$ cat src/rtl/pooling_layer_window_stream_buffer_if.sv
// Handshake/bus bundle for pooling_layer_window_stream_buffer.
// The master side (conv stage plus pooling comparator) drives loads and out_ready.
// The slave side is the buffer, which drives the stream and its status.
interface pooling_layer_window_stream_buffer_if #(
  parameter int DATA_WIDTH  = 32,
  parameter int KERNEL_SIZE = 2,
  parameter int CHANNELS    = 1,
  parameter int BIDX_W      = 3
);
  logic                                     kernel_calc_fin;
  logic [BIDX_W-1:0]                        block_idx;
  logic [CHANNELS*KERNEL_SIZE*DATA_WIDTH-1:0] data_in;
  logic                                     out_ready;
  logic                                     ovf_clr;
  logic                                     load_ready;
  logic                                     out_valid;
  logic [CHANNELS*DATA_WIDTH-1:0]           data_out;
  logic                                     out_last;
  logic [BIDX_W-1:0]                        out_block_idx;
  logic                                     overflow;

  modport master (
    output kernel_calc_fin, block_idx, data_in, out_ready, ovf_clr,
    input  load_ready, out_valid, data_out, out_last, out_block_idx, overflow
  );

  modport slave (
    input  kernel_calc_fin, block_idx, data_in, out_ready, ovf_clr,
    output load_ready, out_valid, data_out, out_last, out_block_idx, overflow
  );
endinterface

$ cat src/rtl/pooling_layer_window_stream_buffer.sv
// pooling_layer_window_stream_buffer
// Captures one KERNEL_SIZE-word row per channel on kernel_calc_fin.
// It then streams the row out one word per beat, with all channels in lockstep,
// under a valid/ready handshake. Each row carries a block tag and a last-beat marker.
// A sticky overflow flag records any load that had to be dropped.
// Optional feature macro: POOL_IBUF_PINGPONG_EN.
//   When it is defined, a shadow bank holds the next row while the current one drains.
//   Rows then stream back-to-back with no idle cycle between them.
//   When it is undefined, there is a single bank and loads are taken only in IDLE.
module pooling_layer_window_stream_buffer #(
  parameter int DATA_WIDTH  = 32,
  parameter int KERNEL_SIZE = 2,
  parameter int CHANNELS    = 1,
  parameter int BIDX_W      = 3
) (
  input  logic clk,
  input  logic rst_n,
  pooling_layer_window_stream_buffer_if.slave bus
);

  localparam int ROW_W  = KERNEL_SIZE * DATA_WIDTH;
  localparam int BANK_W = CHANNELS * ROW_W;
  localparam int CNT_W  = $clog2(KERNEL_SIZE);
  localparam logic [CNT_W-1:0] LAST_CNT = CNT_W'(KERNEL_SIZE - 1);

  typedef enum logic [0:0] {
    ST_IDLE  = 1'b0,
    ST_DRAIN = 1'b1
  } state_e;

  // Move every channel one word towards its head (MS slice) and zero-fill the tail.
  function automatic logic [BANK_W-1:0] shift_bank(input logic [BANK_W-1:0] bank);
    logic [BANK_W-1:0] res;
    res = '0;
    for (int c = 0; c < CHANNELS; c++) begin
      res[c*ROW_W +: ROW_W] = bank[c*ROW_W +: ROW_W] << DATA_WIDTH;
    end
    return res;
  endfunction

  state_e            state_q, state_d;
  logic [BANK_W-1:0] bank_q,  bank_d;
  logic [BIDX_W-1:0] tag_q,   tag_d;
  logic [CNT_W-1:0]  cnt_q,   cnt_d;
  logic              ovf_q,   ovf_d;
`ifdef POOL_IBUF_PINGPONG_EN
  logic [BANK_W-1:0] sh_bank_q, sh_bank_d;
  logic [BIDX_W-1:0] sh_tag_q,  sh_tag_d;
  logic              sh_full_q, sh_full_d;
`endif

  logic load_ready_s;
  logic load_acc_s;
  logic drop_s;
  logic beat_acc_s;
  logic last_s;

  // Handshake qualifiers: load acceptance, dropped loads and beat acceptance.
  always_comb begin
`ifdef POOL_IBUF_PINGPONG_EN
    load_ready_s = !sh_full_q;
`else
    load_ready_s = (state_q == ST_IDLE);
`endif
    load_acc_s = bus.kernel_calc_fin && load_ready_s;
    drop_s     = bus.kernel_calc_fin && !load_ready_s;
    beat_acc_s = (state_q == ST_DRAIN) && bus.out_ready;
    last_s     = (cnt_q == LAST_CNT);
  end

  // Next-state logic for the FSM, both banks, the beat counter and the sticky overflow flag.
  always_comb begin
    state_d = state_q;
    bank_d  = bank_q;
    tag_d   = tag_q;
    cnt_d   = cnt_q;
    ovf_d   = ovf_q;
`ifdef POOL_IBUF_PINGPONG_EN
    sh_bank_d = sh_bank_q;
    sh_tag_d  = sh_tag_q;
    sh_full_d = sh_full_q;
`endif
    case (state_q)
      ST_IDLE: begin
        if (load_acc_s) begin
          bank_d  = bus.data_in;
          tag_d   = bus.block_idx;
          cnt_d   = '0;
          state_d = ST_DRAIN;
        end else begin
          state_d = ST_IDLE;
        end
      end
      ST_DRAIN: begin
        if (beat_acc_s && last_s) begin
`ifdef POOL_IBUF_PINGPONG_EN
          if (sh_full_q) begin
            // The waiting row takes over with no idle cycle in between.
            bank_d    = sh_bank_q;
            tag_d     = sh_tag_q;
            sh_full_d = 1'b0;
            cnt_d     = '0;
            state_d   = ST_DRAIN;
          end else if (load_acc_s) begin
            // A load that coincides with the final beat goes straight into the main bank.
            bank_d  = bus.data_in;
            tag_d   = bus.block_idx;
            cnt_d   = '0;
            state_d = ST_DRAIN;
          end else begin
            bank_d  = '0;
            cnt_d   = '0;
            state_d = ST_IDLE;
          end
`else
          bank_d  = '0;
          cnt_d   = '0;
          state_d = ST_IDLE;
`endif
        end else begin
          if (beat_acc_s) begin
            bank_d = shift_bank(bank_q);
            cnt_d  = cnt_q + CNT_W'(1);
          end else begin
            bank_d = bank_q;
          end
`ifdef POOL_IBUF_PINGPONG_EN
          if (load_acc_s) begin
            sh_bank_d = bus.data_in;
            sh_tag_d  = bus.block_idx;
            sh_full_d = 1'b1;
          end else begin
            sh_full_d = sh_full_q;
          end
`endif
        end
      end
      default: begin
        state_d = ST_IDLE;
        bank_d  = '0;
        cnt_d   = '0;
      end
    endcase
    // A drop wins over a clear that arrives in the same cycle.
    if (drop_s) begin
      ovf_d = 1'b1;
    end else if (bus.ovf_clr) begin
      ovf_d = 1'b0;
    end else begin
      ovf_d = ovf_q;
    end
  end

  // State registers. Reset discards any row immediately.
  always_ff @(posedge clk or negedge rst_n) begin
    if (!rst_n) begin
      state_q <= ST_IDLE;
      bank_q  <= '0;
      tag_q   <= '0;
      cnt_q   <= '0;
      ovf_q   <= 1'b0;
`ifdef POOL_IBUF_PINGPONG_EN
      sh_bank_q <= '0;
      sh_tag_q  <= '0;
      sh_full_q <= 1'b0;
`endif
    end else begin
      state_q <= state_d;
      bank_q  <= bank_d;
      tag_q   <= tag_d;
      cnt_q   <= cnt_d;
      ovf_q   <= ovf_d;
`ifdef POOL_IBUF_PINGPONG_EN
      sh_bank_q <= sh_bank_d;
      sh_tag_q  <= sh_tag_d;
      sh_full_q <= sh_full_d;
`endif
    end
  end

  // The head word of each channel drives data_out directly from the bank register.
  for (genvar c = 0; c < CHANNELS; c++) begin : g_head
    assign bus.data_out[c*DATA_WIDTH +: DATA_WIDTH] =
      bank_q[c*ROW_W + ROW_W - DATA_WIDTH +: DATA_WIDTH];
  end

  assign bus.load_ready    = load_ready_s;
  assign bus.out_valid     = (state_q == ST_DRAIN);
  assign bus.out_last      = (state_q == ST_DRAIN) && last_s;
  assign bus.out_block_idx = tag_q;
  assign bus.overflow      = ovf_q;

endmodule

$ cat src/flat_wrapper.sv
// flat-port wrapper written by rule: the top's interface ports become plain ports
module pooling_layer_window_stream_buffer_flat 
#(
  parameter int DATA_WIDTH  = 32,
  parameter int KERNEL_SIZE = 2,
  parameter int CHANNELS    = 1,
  parameter int BIDX_W      = 3
)
  (clk, rst_n, bus_kernel_calc_fin, bus_block_idx, bus_data_in, bus_out_ready, bus_ovf_clr, bus_load_ready, bus_out_valid, bus_data_out, bus_out_last, bus_out_block_idx, bus_overflow);
  pooling_layer_window_stream_buffer_if #(.DATA_WIDTH(DATA_WIDTH), .KERNEL_SIZE(KERNEL_SIZE), .CHANNELS(CHANNELS), .BIDX_W(BIDX_W)) bus_i ();
  input  logic clk;
  input  logic rst_n;
  input wire logic [$bits(bus_i.kernel_calc_fin)-1:0] bus_kernel_calc_fin;
  input wire logic [$bits(bus_i.block_idx)-1:0] bus_block_idx;
  input wire logic [$bits(bus_i.data_in)-1:0] bus_data_in;
  input wire logic [$bits(bus_i.out_ready)-1:0] bus_out_ready;
  input wire logic [$bits(bus_i.ovf_clr)-1:0] bus_ovf_clr;
  output wire logic [$bits(bus_i.load_ready)-1:0] bus_load_ready;
  output wire logic [$bits(bus_i.out_valid)-1:0] bus_out_valid;
  output wire logic [$bits(bus_i.data_out)-1:0] bus_data_out;
  output wire logic [$bits(bus_i.out_last)-1:0] bus_out_last;
  output wire logic [$bits(bus_i.out_block_idx)-1:0] bus_out_block_idx;
  output wire logic [$bits(bus_i.overflow)-1:0] bus_overflow;
  assign bus_i.kernel_calc_fin = bus_kernel_calc_fin;
  assign bus_i.block_idx = bus_block_idx;
  assign bus_i.data_in = bus_data_in;
  assign bus_i.out_ready = bus_out_ready;
  assign bus_i.ovf_clr = bus_ovf_clr;
  assign bus_load_ready = bus_i.load_ready;
  assign bus_out_valid = bus_i.out_valid;
  assign bus_data_out = bus_i.data_out;
  assign bus_out_last = bus_i.out_last;
  assign bus_out_block_idx = bus_i.out_block_idx;
  assign bus_overflow = bus_i.overflow;
  pooling_layer_window_stream_buffer #(.DATA_WIDTH(DATA_WIDTH), .KERNEL_SIZE(KERNEL_SIZE), .CHANNELS(CHANNELS), .BIDX_W(BIDX_W)) u_core (.clk(clk), .rst_n(rst_n), .bus(bus_i));
endmodule
$ cat config.mk
export PLATFORM = sky130hd
export DESIGN_NAME = pooling_layer_window_stream_buffer_flat
export DESIGN_NICKNAME = d
export VERILOG_FILES = /design/src/rtl/pooling_layer_window_stream_buffer_if.sv /design/src/rtl/pooling_layer_window_stream_buffer.sv /design/src/flat_wrapper.sv
export SDC_FILE = /design/constraint.sdc
export NUM_CORES = 1
export LEC_CHECK = 0
export CAP_MARGIN = 20
export CORE_MARGIN = 5
export CORE_UTILIZATION = 50
export CTS_CLUSTER_DIAMETER = 150
export DETAILED_ROUTE_END_ITERATION = 10
export PLACE_DENSITY = 0.86
export SLEW_MARGIN = 25
export SYNTH_ARGS = -nofsm -noshare
export SYNTH_HDL_FRONTEND = slang
export SYNTH_SLANG_ARGS = --single-unit
$ cat constraint.sdc
create_clock -name clk -period 3.2 [get_ports clk]
set_clock_uncertainty 0.15 [all_clocks]
set_input_delay 0.64 -clock clk [delete_from_list [all_inputs] [get_ports clk]]
set_output_delay 0.64 -clock clk [all_outputs]
set_load 0.005 [all_outputs]
After elaboration in Yosys (flattened, before gate mapping)
Cells that the tools add are included.
{"block": "totals", "in_bits": 72, "output_inout_bits": 39, "elab_cells": 30, "ff_bits": 70}
{"block": "classes", "n_reduce_logical": 8, "n_bitwise": 1, "eq_ne": 2, "mux": 13, "n_addsub": 1}
{"op": "$mux 64", "n": 3}
{"op": "$pmux 64 s2", "n": 1}
{"op": "$mux 1", "n": 7}
{"op": "$logic_and 1x1->1", "n": 5}
{"op": "$pmux 1 s2", "n": 2}
{"op": "$reduce_and 2->1", "n": 2}
{"op": "$ne 3x3->1 const B", "n": 1}
{"op": "$ne 2x1->1 const B", "n": 1}
{"op": "$reduce_bool 2->1", "n": 1}
{"op": "$add 1x1->1 const B", "n": 1}
{"op": "$not 1->1", "n": 1}

Depth between registers and ports, before layout
Gate-level depths: netlist of the first run.
{"block": "depth", "depth_word": 4, "mapped_depth": 6, "depth_no_buf": 3}

Worst setup path after synthesis of the first run
OpenSTA, ideal clock, no wires.
{"block": "synth_timing", "path_type": "in2reg", "startpoint": "input bus_kernel_calc_fin", "endpoint": "register u_core.bank_q[10]", "cell_stages": 4, "setup_time_ns": 0.121, "arrival_time_ns": 1.239, "required_time_ns": 2.929, "setup_slack_ns": 1.690, "path_buffers": 2, "cell_sequence": "nor2b_2 -> buf_6 -> buf_8 -> a22o_1"}
{"block": "synth_via", "elab_chain_cells": 3}
{"item": "start: declaration", "line_no": "flat_wrapper.sv:13", "text": "input wire logic [$bits(bus_i.kernel_calc_fin)-1:0] bus_kernel_calc_fin;"}
{"item": "$logic_and 1x1->1", "line_no": "pooling_layer_window_stream_buffer.sv:65", "text": "load_acc_s = bus.kernel_calc_fin && load_ready_s;"}
{"item": "$ne 2x1->1 (no line)"}
{"item": "$reduce_and 2->1 (no line)"}
{"item": "end signal: assignment", "line_no": "pooling_layer_window_stream_buffer.sv:169", "text": "bank_q <= bank_d;"}
{"item": "end: declaration", "line_no": "pooling_layer_window_stream_buffer.sv:42", "text": "logic [BANK_W-1:0] bank_q, bank_d;"}
Every way passes these cells.
A chain may end at the register's enable or synchronous reset.

Final worst setup path of the first run
{"block": "layout_timing", "startpoint": "register u_core.state_q, in the netlist u_core.bus.out_valid", "endpoint": "output bus_out_last"}
{"block": "layout_via", "elab_chain_cells": 1}
{"item": "start: declaration", "line_no": "pooling_layer_window_stream_buffer.sv:41", "text": "state_e state_q, state_d;"}
{"item": "start signal: assignment", "line_no": "pooling_layer_window_stream_buffer.sv:168", "text": "state_q <= state_d;"}
{"item": "$logic_and 1x1->1", "line_no": "pooling_layer_window_stream_buffer.sv:189", "text": "assign bus.out_last = (state_q == ST_DRAIN) && last_s;"}
{"item": "end: declaration", "line_no": "flat_wrapper.sv:21", "text": "output wire logic [$bits(bus_i.out_last)-1:0] bus_out_last;"}
Every way passes these cells.

==> flow_metrics.env, run 1 <==
export IMPL_status="complete, no violations"
export IMPL_cts_path_max_buffers=2
export IMPL_viasPerCell=5.43
export IMPL_start_util_pct=51.0
export IMPL_ys_ff_latch=70
export IMPL_cts_root_buf="clkbuf_8"
export IMPL_synth_avg_cell_area_um2=12.5
export IMPL_cp_start_kind="flop"
export IMPL_grt_max_degree=43
export IMPL_h_tree_depth=3
export IMPL_antenna_left=0
export IMPL_rsz0062_at_grt="no"
export IMPL_area_delta_synth_final_pct=28.6
export IMPL_drtIter0Drc=103
export IMPL_io_pins=111
export IMPL_crit_required_ps=2410
export IMPL_clk_latency_ps=340
export IMPL_cts_setup_buffers=0
export IMPL_fp_dieW_um=92.8
export IMPL_synthMuxAreaShare_pct=0.657
export IMPL_yosysMostFrequentCell="dfrtp_1"
export IMPL_setup_tns_ps=0
export IMPL_syn_cell_area_um2=3430
export IMPL_layout_nets=419
export IMPL_synth_common_cells="dfrtp_1, nand2_1, buf_4"
export IMPL_max_freq_mhz=413
export IMPL_hold_path_class="in -> async"
export IMPL_synth_area_leaders="dfrtp_1, a2bb2oi_2, a22o_1"
export IMPL_synth_xor_area_share_pct=0
export IMPL_ys_warn_count=0
export IMPL_antenna_found_initial=0
export IMPL_grt_pass1_wl_um=12700
export IMPL_seqCellArea_um2=1750
export IMPL_cts_resized=0
export IMPL_row_count=30
export IMPL_drv_cap=0
export IMPL_postRouteWirelength_um=8000
export IMPL_numCtsBuffers=9
export IMPL_die_area_um2=8610
export IMPL_synth_seq_area_share_pct=51.1
export IMPL_die_h_um=92.8
export IMPL_core_um2=6720
export IMPL_hold_violations=0
export IMPL_path_max_fanout=9
export IMPL_postSynth_asyncResetShare_pct=100
export IMPL_fin_crit_sh_pct=75.8
export IMPL_grt_overflow=0
export IMPL_clk_pin_slew_ps=70
export IMPL_remaining_drc_errors=0
export IMPL_worst_slew_pin_slew_ps=527
export IMPL_synth_top_family_by_area="compound AO/OA/AOI/OAI gates"
export IMPL_multi_input_area_um2=1190
export IMPL_diodes=0
export IMPL_hold_ws_ps=121
export IMPL_arrival_ps=1630
export IMPL_layout_drive_gt1_share_pct=16.5
export IMPL_dr_pass1_iters=4
export IMPL_routedWlPerCell_um=18.6
export IMPL_powerDensity_nw_per_um2=937
export IMPL_p_leak_uw=0.00186
export IMPL_setup_viol=0
export IMPL_post_route_util_pct=65.5
export IMPL_p_total_uw=4120
export IMPL_critical_path_class="reg -> out"
export IMPL_ys_types=22
export IMPL_syn_inst=274
export IMPL_grt_pass1_vias=2579
export IMPL_ctsHoldBuffers=0
export IMPL_grt_total_usage_pct=19.0
export IMPL_synth_fp_nets=346
export IMPL_hpwl_um=5580
export IMPL_period_needed_ps=2420
export IMPL_route_vias_total=2342
export IMPL_final_max_slew_viol_count=0
export IMPL_synthFlopType="dfrtp_1"
export IMPL_synthSimpleGateAreaFrac_pct=6.65
export IMPL_synth_edff_count=0
export IMPL_portBuffers=110
export IMPL_end_kind="output port"
export IMPL_synth_compound_area_share_pct=27.4
export IMPL_n_fill_cell=517
export IMPL_synthAdderAreaFrac_pct=0
export IMPL_yosys_area_top_type="dfrtp_1"
export IMPL_gp_congestion=0.772
export IMPL_synth_top_cell_area_share_pct=51.1
export IMPL_vdd_drop_max_uv=569
export IMPL_cts_sinks=70
export IMPL_slew_headroom_pct=64.9
export IMPL_cts_tree="yes"
[area by class of cell]
type	count	area share, %
sequential	70	39.8
multi-input combinational	149	27.0
timing repair buffer	115	25.8
clock buffer	11	3.44
tap	80	2.27
clock inverter	4	1.59
inverter	2	0.170
[report_power, final]
part | internal, µW | switching [µW]
clock | 475 | 320
sequential | 1260 | 287
combinational | 1080 | 703
total | 2810 | 1310
[metal layers]
metal | vias up | GRT usage (%) | share of wire (%) | wire length, µm
li1 | 1090 | - | - | -
met5 | - | 0 | 0 | 0
met3 | 13 | 4.63 | 6.6 | 526
met4 | 0 | 8.42 | 1.9 | 150
met2 | 74 | 32.0 | 51 | 4050
met1 | 1165 | 23.0 | 41 | 3280
[per-stage QoR]
stage	worst slack [ps]	cell area, µm²	instances
after floorplan	1690	3430	274
after global placement	808	4180	416
after detailed placement	699	4180	416
after CTS	756	4400	431
after global routing	728	4400	431
final	776	4400	431
[flip-flops by register name, summed over array words and instances (netlist names)]
register	cells
u_core.cnt_q	1
u_core.bus.out_block_idx	3
u_core.bus.overflow	1
u_core.bus.out_valid	1
u_core.bank_q	64
[worst max-delay path, cell delays in order (launching register included)]
cell             delay (ps)
dfrtp_1                 610
and2_1                  190
clkdlybuf4s50_1         500
[layout by cell type (no fill, tap or decap)]
cell,n
clkdlybuf4s50_1,109
dfrtp_1,70
nand2_1,43
a22o_1,32
a2bb2oi_2,30
o21ai_1,28
clkbuf_8,11
o21ai_0,6
buf_4,6
inv_1,2
a2bb2oi_1,2
bufinv_16,2
clkinv_2,2
and2_1,1
nor2b_2,1
a21boi_4,1
or2_2,1
nand2b_4,1
nand2_4,1
nand2_8,1
mux2i_4,1
[final timing paths]
| path | to | start | slack, ps | depth (start not counted) |
|---|---|---|---|---|
| max reg2reg | u_core.bank_q[42]$_DFFE_PN0P_ | u_core.bus.out_valid$_DFF_PN0_ | 1260 | 3 |
| min reg2reg | u_core.bus.out_block_idx[0]$_DFFE_PN0P_ | u_core.bus.out_block_idx[0]$_DFFE_PN0P_ | 350 | 2 |
| max | bus_out_last | u_core.bus.out_valid$_DFF_PN0_ | 780 | 2 |
| min in group clk | u_core.bus.out_block_idx[0]$_DFFE_PN0P_ | u_core.bus.out_block_idx[0]$_DFFE_PN0P_ | 350 | 2 |
| min | u_core.bus.overflow$_DFFE_PN0P_ | rst_n | 120 | 1 |
| max in group asynchronous | u_core.bank_q[50]$_DFFE_PN0P_ | rst_n | 2140 | 2 |
[cell families after synthesis]
group                  count (synthesis)
AOI/OAI and AO/OA                     99
buffers and inverters                 55
DFF                                   70
muxes                                  1
and+or+nand+nor                       49
Power figures use the tool's default switching activity.
==> run 2, diff against run 1 <==
--- a/config.mk
+++ b/config.mk
@@ -7,10 +7,10 @@
 export LEC_CHECK = 0
 export CAP_MARGIN = 20
 export CORE_MARGIN = 5
-export CORE_UTILIZATION = 50
+export CORE_UTILIZATION = 42
 export CTS_CLUSTER_DIAMETER = 150
 export DETAILED_ROUTE_END_ITERATION = 10
-export PLACE_DENSITY = 0.86
+export PLACE_DENSITY = 0.77
 export SLEW_MARGIN = 25
 export SYNTH_ARGS = -nofsm -noshare
 export SYNTH_HDL_FRONTEND = slang
==> constraint.sdc (replaced) <==
create_clock -name clk -period 2.2 [get_ports clk]
set_clock_uncertainty 0.15 [all_clocks]
set_input_delay 0.44 -clock clk [delete_from_list [all_inputs] [get_ports clk]]
set_output_delay 0.44 -clock clk [all_outputs]
set_load 0.005 [all_outputs]
==> run 2 against run 1 <==
  * Non-clock buffer count is 8 higher
  * First-iteration DRC count is 52% lower
  * Die area is 17% higher
  * Flip-flop and latch count stayed put
  * Final area is 3.6% higher
  * Setup slack worse by 680 ps
  * Worst hold slack better by 230 ps
  * Critical path depth stayed put
  * Sequential share of layout area is 1.4 points lower
  * Sequential power is 44% higher
==> flow_metrics.env, run 2 (synthesis gave the netlist of run 1 again) <==
export IMPL_grt_pass1_wl_um=12800
export IMPL_layout_nets=427
export IMPL_dr_pass1_iters=4
export IMPL_grt_pass1_vias=2511
export IMPL_viasPerCell=5.04
export IMPL_row_count=33
export IMPL_switching_share_pct=30.9
export IMPL_max_stage_delay_ps=530
export IMPL_post_route_util_pct=56.4
export IMPL_end_kind="output port"
export IMPL_crit_slowest_cell="dfrtp_2"
export IMPL_setup_viol=0
export IMPL_final_cell_mix="clkdlybuf4s50_1, dfrtp_1, nand2_1, a22o_1, a2bb2oi_2"
export IMPL_hold_violations=0
export IMPL_max_freq_mhz=475
export IMPL_grt_max_degree=41
export IMPL_path_max_fanout=9
export IMPL_period_needed_ps=2110
export IMPL_critical_path_class="reg -> out"
export IMPL_cts_root_buf="clkbuf_8"
export IMPL_switching_power_uw=1900
export IMPL_grt_overflow=0
export IMPL_area_delta_synth_final_pct=33.2
export IMPL_io_pins=111
export IMPL_placedCellCount=447
export IMPL_routedWlPerCell_um=16.8
export IMPL_fp_dieW_um=100
export IMPL_antenna_left=0
export IMPL_route_vias_total=2345
export IMPL_final_max_slew_viol_count=0
export IMPL_start_util_pct=42.3
export IMPL_largest_register_ffs=64
export IMPL_worstPathCellList="and2_1 > clkdlybuf4s50_1"
export IMPL_top_register="u_core.bank_q"
export IMPL_gp_congestion=0.747
export IMPL_numCtsBuffers=9
export IMPL_grt_total_usage_pct=16.4
export IMPL_powerDensity_nw_per_um2=1350
export IMPL_cts_setup_buffers=0
export IMPL_power_frac_comb_pct=43.1
export IMPL_slew_headroom_pct=66.1
export IMPL_finalNonFillerCells=465
export IMPL_p_leak_uw=0.00192
export IMPL_hpwl_um=5500
export IMPL_fin_crit_sh_pct=95.8
export IMPL_die_area_um2=10100
export IMPL_clk_pin_slew_ps=70
export IMPL_p_int_uw=4260
export IMPL_arrival_ps=1520
export IMPL_postRouteWirelength_um=7820
export IMPL_worst_slew_pin_slew_ps=498
export IMPL_die_h_um=100
export IMPL_clk_latency_ps=330
export IMPL_pwr_share_clk_pct=20.7
export IMPL_antenna_found_initial=0
export IMPL_portBuffers=110
export IMPL_hold_path_class="reg -> reg"
export IMPL_drtIter0Drc=49
export IMPL_cp_start_kind="flop"
export IMPL_p_seq_share_pct=36.2
export IMPL_crit_required_ps=1610
export IMPL_remaining_drc_errors=0
export IMPL_layout_drive_gt1_share_pct=18.3
export IMPL_core_um2=8090
export IMPL_vdd_drop_max_uv=668
export IMPL_h_tree_depth=3
export IMPL_diodes=0
export IMPL_cts_path_max_buffers=2
export IMPL_drv_cap=0
export IMPL_cts_sinks=70
export IMPL_status="complete, no violations"
export IMPL_cts_tree="yes"
export IMPL_layout_commonest_cell="clkdlybuf4s50_1"
export IMPL_rsz0062_at_grt="no"
export IMPL_hold_ws_ps=348
==> run 2: worst paths after layout <==
check / startpoint / end / slack, ps / cells past startpoint
hold reg to reg: u_core.bus.out_block_idx[2]$_DFFE_PN0P_ / u_core.bus.out_block_idx[2]$_DFFE_PN0P_ / 350 / 2
setup reg to reg: u_core.bus.out_valid$_DFF_PN0_ / u_core.bank_q[5]$_DFFE_PN0P_ / 530 / 3
max in group asynchronous: rst_n / u_core.bus.out_valid$_DFF_PN0_ / 890 / 3
setup / recovery: u_core.bus.out_valid$_DFF_PN0_ / bus_out_last / 90 / 2
hold / removal: u_core.bus.out_block_idx[2]$_DFFE_PN0P_ / u_core.bus.out_block_idx[2]$_DFFE_PN0P_ / 350 / 2
min in group asynchronous: rst_n / u_core.bank_q[61]$_DFFE_PN0P_ / 420 / 2
==> run 2: worst max-delay path, delay by kind of cell, from the launching register on <==
| family | cells | cell delay (ps) |
|---|---|---|
| flops | 1 | 530 |
| simple gates | 1 | 170 |
| buf+inv | 1 | 500 |
==> run 2: per-stage QoR <==
| stage | power (µW) | instance area (µm²) | setup TNS (ps) | worst slack [ps] |
|---|---|---|---|---|
| floorplan | 4320 | 3430 | 0 | 819 |
| global placement | 4850 | 4290 | 0 | 64.6 |
| detailed placement | 4940 | 4290 | -9.26 | -3.71 |
| CTS | 6230 | 4550 | 0 | 74.9 |
| global route | 6560 | 4560 | 0 | 24.6 |
| finish | 6170 | 4560 | 0 | 93.4 |
==> run 2: per-layer routing <==
metal	vias to the layer above	wire length [µm]	part of all wire, %	track usage [%]
li1	1112	-	-	-
met1	1150	3470	44	22.5
met2	73	3770	48	25.6
met3	10	493	6.3	4.52
met4	0	89	1.1	4.66
met5	-	0	0	0
==> run 2: timing repair <==
item / in CTS / in global routing
hold buffers: 1 / 0
setup endpoints to repair: 1 / 0
hold endpoints to repair: 30 / 0
resized for setup: 1 / 0
==> run 2: power by group through the flow <==
| stage | clock, µW | sequential, µW | combinational [µW] |
|---|---|---|---|
| after CTS | 1290 | 2230 | 2700 |
| after global routing | 1360 | 2310 | 2890 |
| final | 1280 | 2230 | 2660 |
| after floorplan | 0 | 2140 | 2190 |
| after detailed placement | 0 | 2250 | 2690 |
| after global placement | 0 | 2240 | 2620 |
==> run 2: area by class of cell <==
cell class / count / area (µm²)
Timing Repair Buffer: 123 / 1230
Clock inverter: 5 / 106
Fill cell: 717 / 3530
Multi-Input combinational cell: 149 / 1190
Inverter: 2 / 7.51
Tap cell: 105 / 131
Clock buffer: 11 / 141
Sequential cell: 70 / 1750
==> run 3, diff against run 2 <==
--- a/config.mk
+++ b/config.mk
@@ -10,6 +10,7 @@
 export CORE_UTILIZATION = 42
 export CTS_CLUSTER_DIAMETER = 150
 export DETAILED_ROUTE_END_ITERATION = 10
+export GPL_TIMING_DRIVEN = 0
 export PLACE_DENSITY = 0.77
 export SLEW_MARGIN = 25
 export SYNTH_ARGS = -nofsm -noshare
==> run 3 against run 2 <==
  * Global-route usage grew 1.1 points
  * Fmax grew 0.95%
  * Via count grew 6.8%
  * Sequential power is essentially flat
  * Non-clock buffer count grew 42
  * Critical path depth grew 1
  * Cell count grew 9.0%
  * Flip-flop and latch count is the same
  * Setup slack gained 20 ps
  * Die area is the same
  * Largest cell class unchanged
  * Largest power group unchanged
==> flow_metrics.env, run 3 (synthesis gave the netlist of run 1 again) <==
export IMPL_layout_nets=469
export IMPL_top_register="u_core.bank_q"
export IMPL_die_h_um=100
export IMPL_critical_path_class="reg -> out"
export IMPL_layout_drive_gt1_share_pct=25.9
export IMPL_final_cell_mix="clkdlybuf4s50_1, dfrtp_1, nand2_1, buf_4, a22o_1"
export IMPL_route_vias_total=2505
export IMPL_rsz0062_at_grt="no"
export IMPL_max_freq_mhz=479
export IMPL_start_util_pct=42.3
export IMPL_diodes=0
export IMPL_fp_dieW_um=100
export IMPL_p_int_uw=4660
export IMPL_area_delta_synth_final_pct=43.1
export IMPL_p_seq_share_pct=33.0
export IMPL_p_leak_uw=0.00212
export IMPL_worst_slew_pin_slew_ps=491
export IMPL_period_needed_ps=2090
export IMPL_switching_share_pct=30.3
export IMPL_hpwl_um=6130
export IMPL_slew_headroom_pct=67.2
export IMPL_cp_start_kind="flop"
export IMPL_row_count=33
export IMPL_routedWlPerCell_um=16.6
export IMPL_portBuffers=110
export IMPL_vdd_drop_max_uv=619
export IMPL_cts_root_buf="clkbuf_8"
export IMPL_placedCellCount=490
export IMPL_pwr_share_clk_pct=17.0
export IMPL_die_area_um2=10100
export IMPL_drtIter0Drc=69
export IMPL_grt_total_usage_pct=17.5
export IMPL_io_pins=111
export IMPL_viasPerCell=4.94
export IMPL_cts_sinks=70
export IMPL_finalNonFillerCells=507
export IMPL_fin_crit_sh_pct=94.9
export IMPL_grt_pass1_wl_um=13600
export IMPL_switching_power_uw=2030
export IMPL_largest_register_ffs=64
export IMPL_cts_setup_buffers=0
export IMPL_numCtsBuffers=9
export IMPL_drv_cap=0
export IMPL_n_fill_cell=693
export IMPL_clk_latency_ps=340
export IMPL_dr_pass1_iters=4
export IMPL_powerDensity_nw_per_um2=1360
export IMPL_antenna_left=0
export IMPL_status="complete, no violations"
export IMPL_hold_violations=0
export IMPL_grt_overflow=0
export IMPL_grt_max_degree=38
export IMPL_core_um2=8090
export IMPL_end_kind="output port"
export IMPL_gp_congestion=0.767
export IMPL_grt_pass1_vias=2734
export IMPL_antenna_found_initial=0
export IMPL_hold_path_class="reg -> reg"
export IMPL_h_tree_depth=3
export IMPL_path_max_fanout=8
export IMPL_post_route_util_pct=60.6
export IMPL_postRouteWirelength_um=8390
export IMPL_power_frac_comb_pct=50.1
export IMPL_remaining_drc_errors=0
export IMPL_cts_path_max_buffers=2
export IMPL_crit_required_ps=1610
export IMPL_layout_commonest_cell="clkdlybuf4s50_1"
export IMPL_final_max_slew_viol_count=0
export IMPL_clk_pin_slew_ps=70
export IMPL_arrival_ps=1500
export IMPL_setup_viol=0
export IMPL_cts_tree="yes"
[run 3: changes by cell type in the layout (fill, tap and decap cells not counted), sizes merged]
cell      delta
clkinv       +1
clkbuf       +3
bufinv       -1
buf         +40
clkinvlp     -1
[run 3: stage by stage]
step	cell area, µm²	TNS [ps]	setup WS (ps)	total power, µW	hold slack (ps)
after global routing	4900	0	29.2	7120	358
after floorplan	3430	0	819	4320	-5.59
after CTS	4900	0	97.6	6770	340
after detailed placement	4680	0	12.0	5620	285
final	4900	0	113	6690	339
after global placement	4660	-124990	-1790	5510	311
[run 3: layout make-up]
| class | instances | area, µm² | share of cell area (%) |
|---|---|---|---|
| Inverter | 2 | 7.51 | 0.153 |
| Timing Repair Buffer | 112 | 1130 | 23.0 |
| Clock buffer | 12 | 145 | 2.96 |
| Sequential cell | 70 | 1750 | 35.7 |
| Multi-Input combinational cell | 149 | 1190 | 24.2 |
| Clock inverter | 4 | 70.1 | 1.43 |
| Tap cell | 105 | 131 | 2.68 |
| Buffer | 53 | 479 | 9.78 |
[run 3: power by group through the flow]
stage / registers [µW] / logic [µW] / clock network, µW
6_report: 2210 / 3350 / 1130
3_5_place_dp: 2220 / 3390 / 0
2_1_floorplan: 2140 / 2190 / 0
3_3_place_gp: 2190 / 3320 / 0
4_1_cts: 2200 / 3410 / 1160
5_1_grt: 2270 / 3620 / 1220
[run 3: worst paths after layout]
| kind | from | slack, ps | cells after the start | end |
|---|---|---|---|---|
| hold / removal | u_core.bus.out_block_idx[1]$_DFFE_PN0P_ | 340 | 2 | u_core.bus.out_block_idx[1]$_DFFE_PN0P_ |
| hold reg to reg | u_core.bus.out_block_idx[1]$_DFFE_PN0P_ | 340 | 2 | u_core.bus.out_block_idx[1]$_DFFE_PN0P_ |
| setup reg to reg | u_core.bus.out_valid$_DFF_PN0_ | 610 | 5 | u_core.bank_q[57]$_DFFE_PN0P_ |
| setup / recovery | u_core.bus.out_valid$_DFF_PN0_ | 110 | 3 | bus_out_last |
| max in group asynchronous | rst_n | 890 | 3 | u_core.bank_q[9]$_DFFE_PN0P_ |
| min in group asynchronous | rst_n | 450 | 2 | u_core.bus.out_block_idx[1]$_DFFE_PN0P_ |
[run 3: worst max-delay path: stages, from the launching register on]
cell	delay [ps]
dfrtp_1	370
buf_6	160
and2_1	140
clkdlybuf4s50_1	500
[run 3: timing repair]
item / in CTS / in global routing
hold endpoints to repair: 36 / 0
hold buffers: 1 / 0
resized for setup: 0 / 0
[run 3: per-layer routing]
metal,wire length (µm),GRT usage (%),vias to the layer above
met5,0,0,-
met4,55,4.46,0
met3,699,7.30,6
met2,4200,29.4,89
met1,3440,21.0,1213
li1,-,-,1197
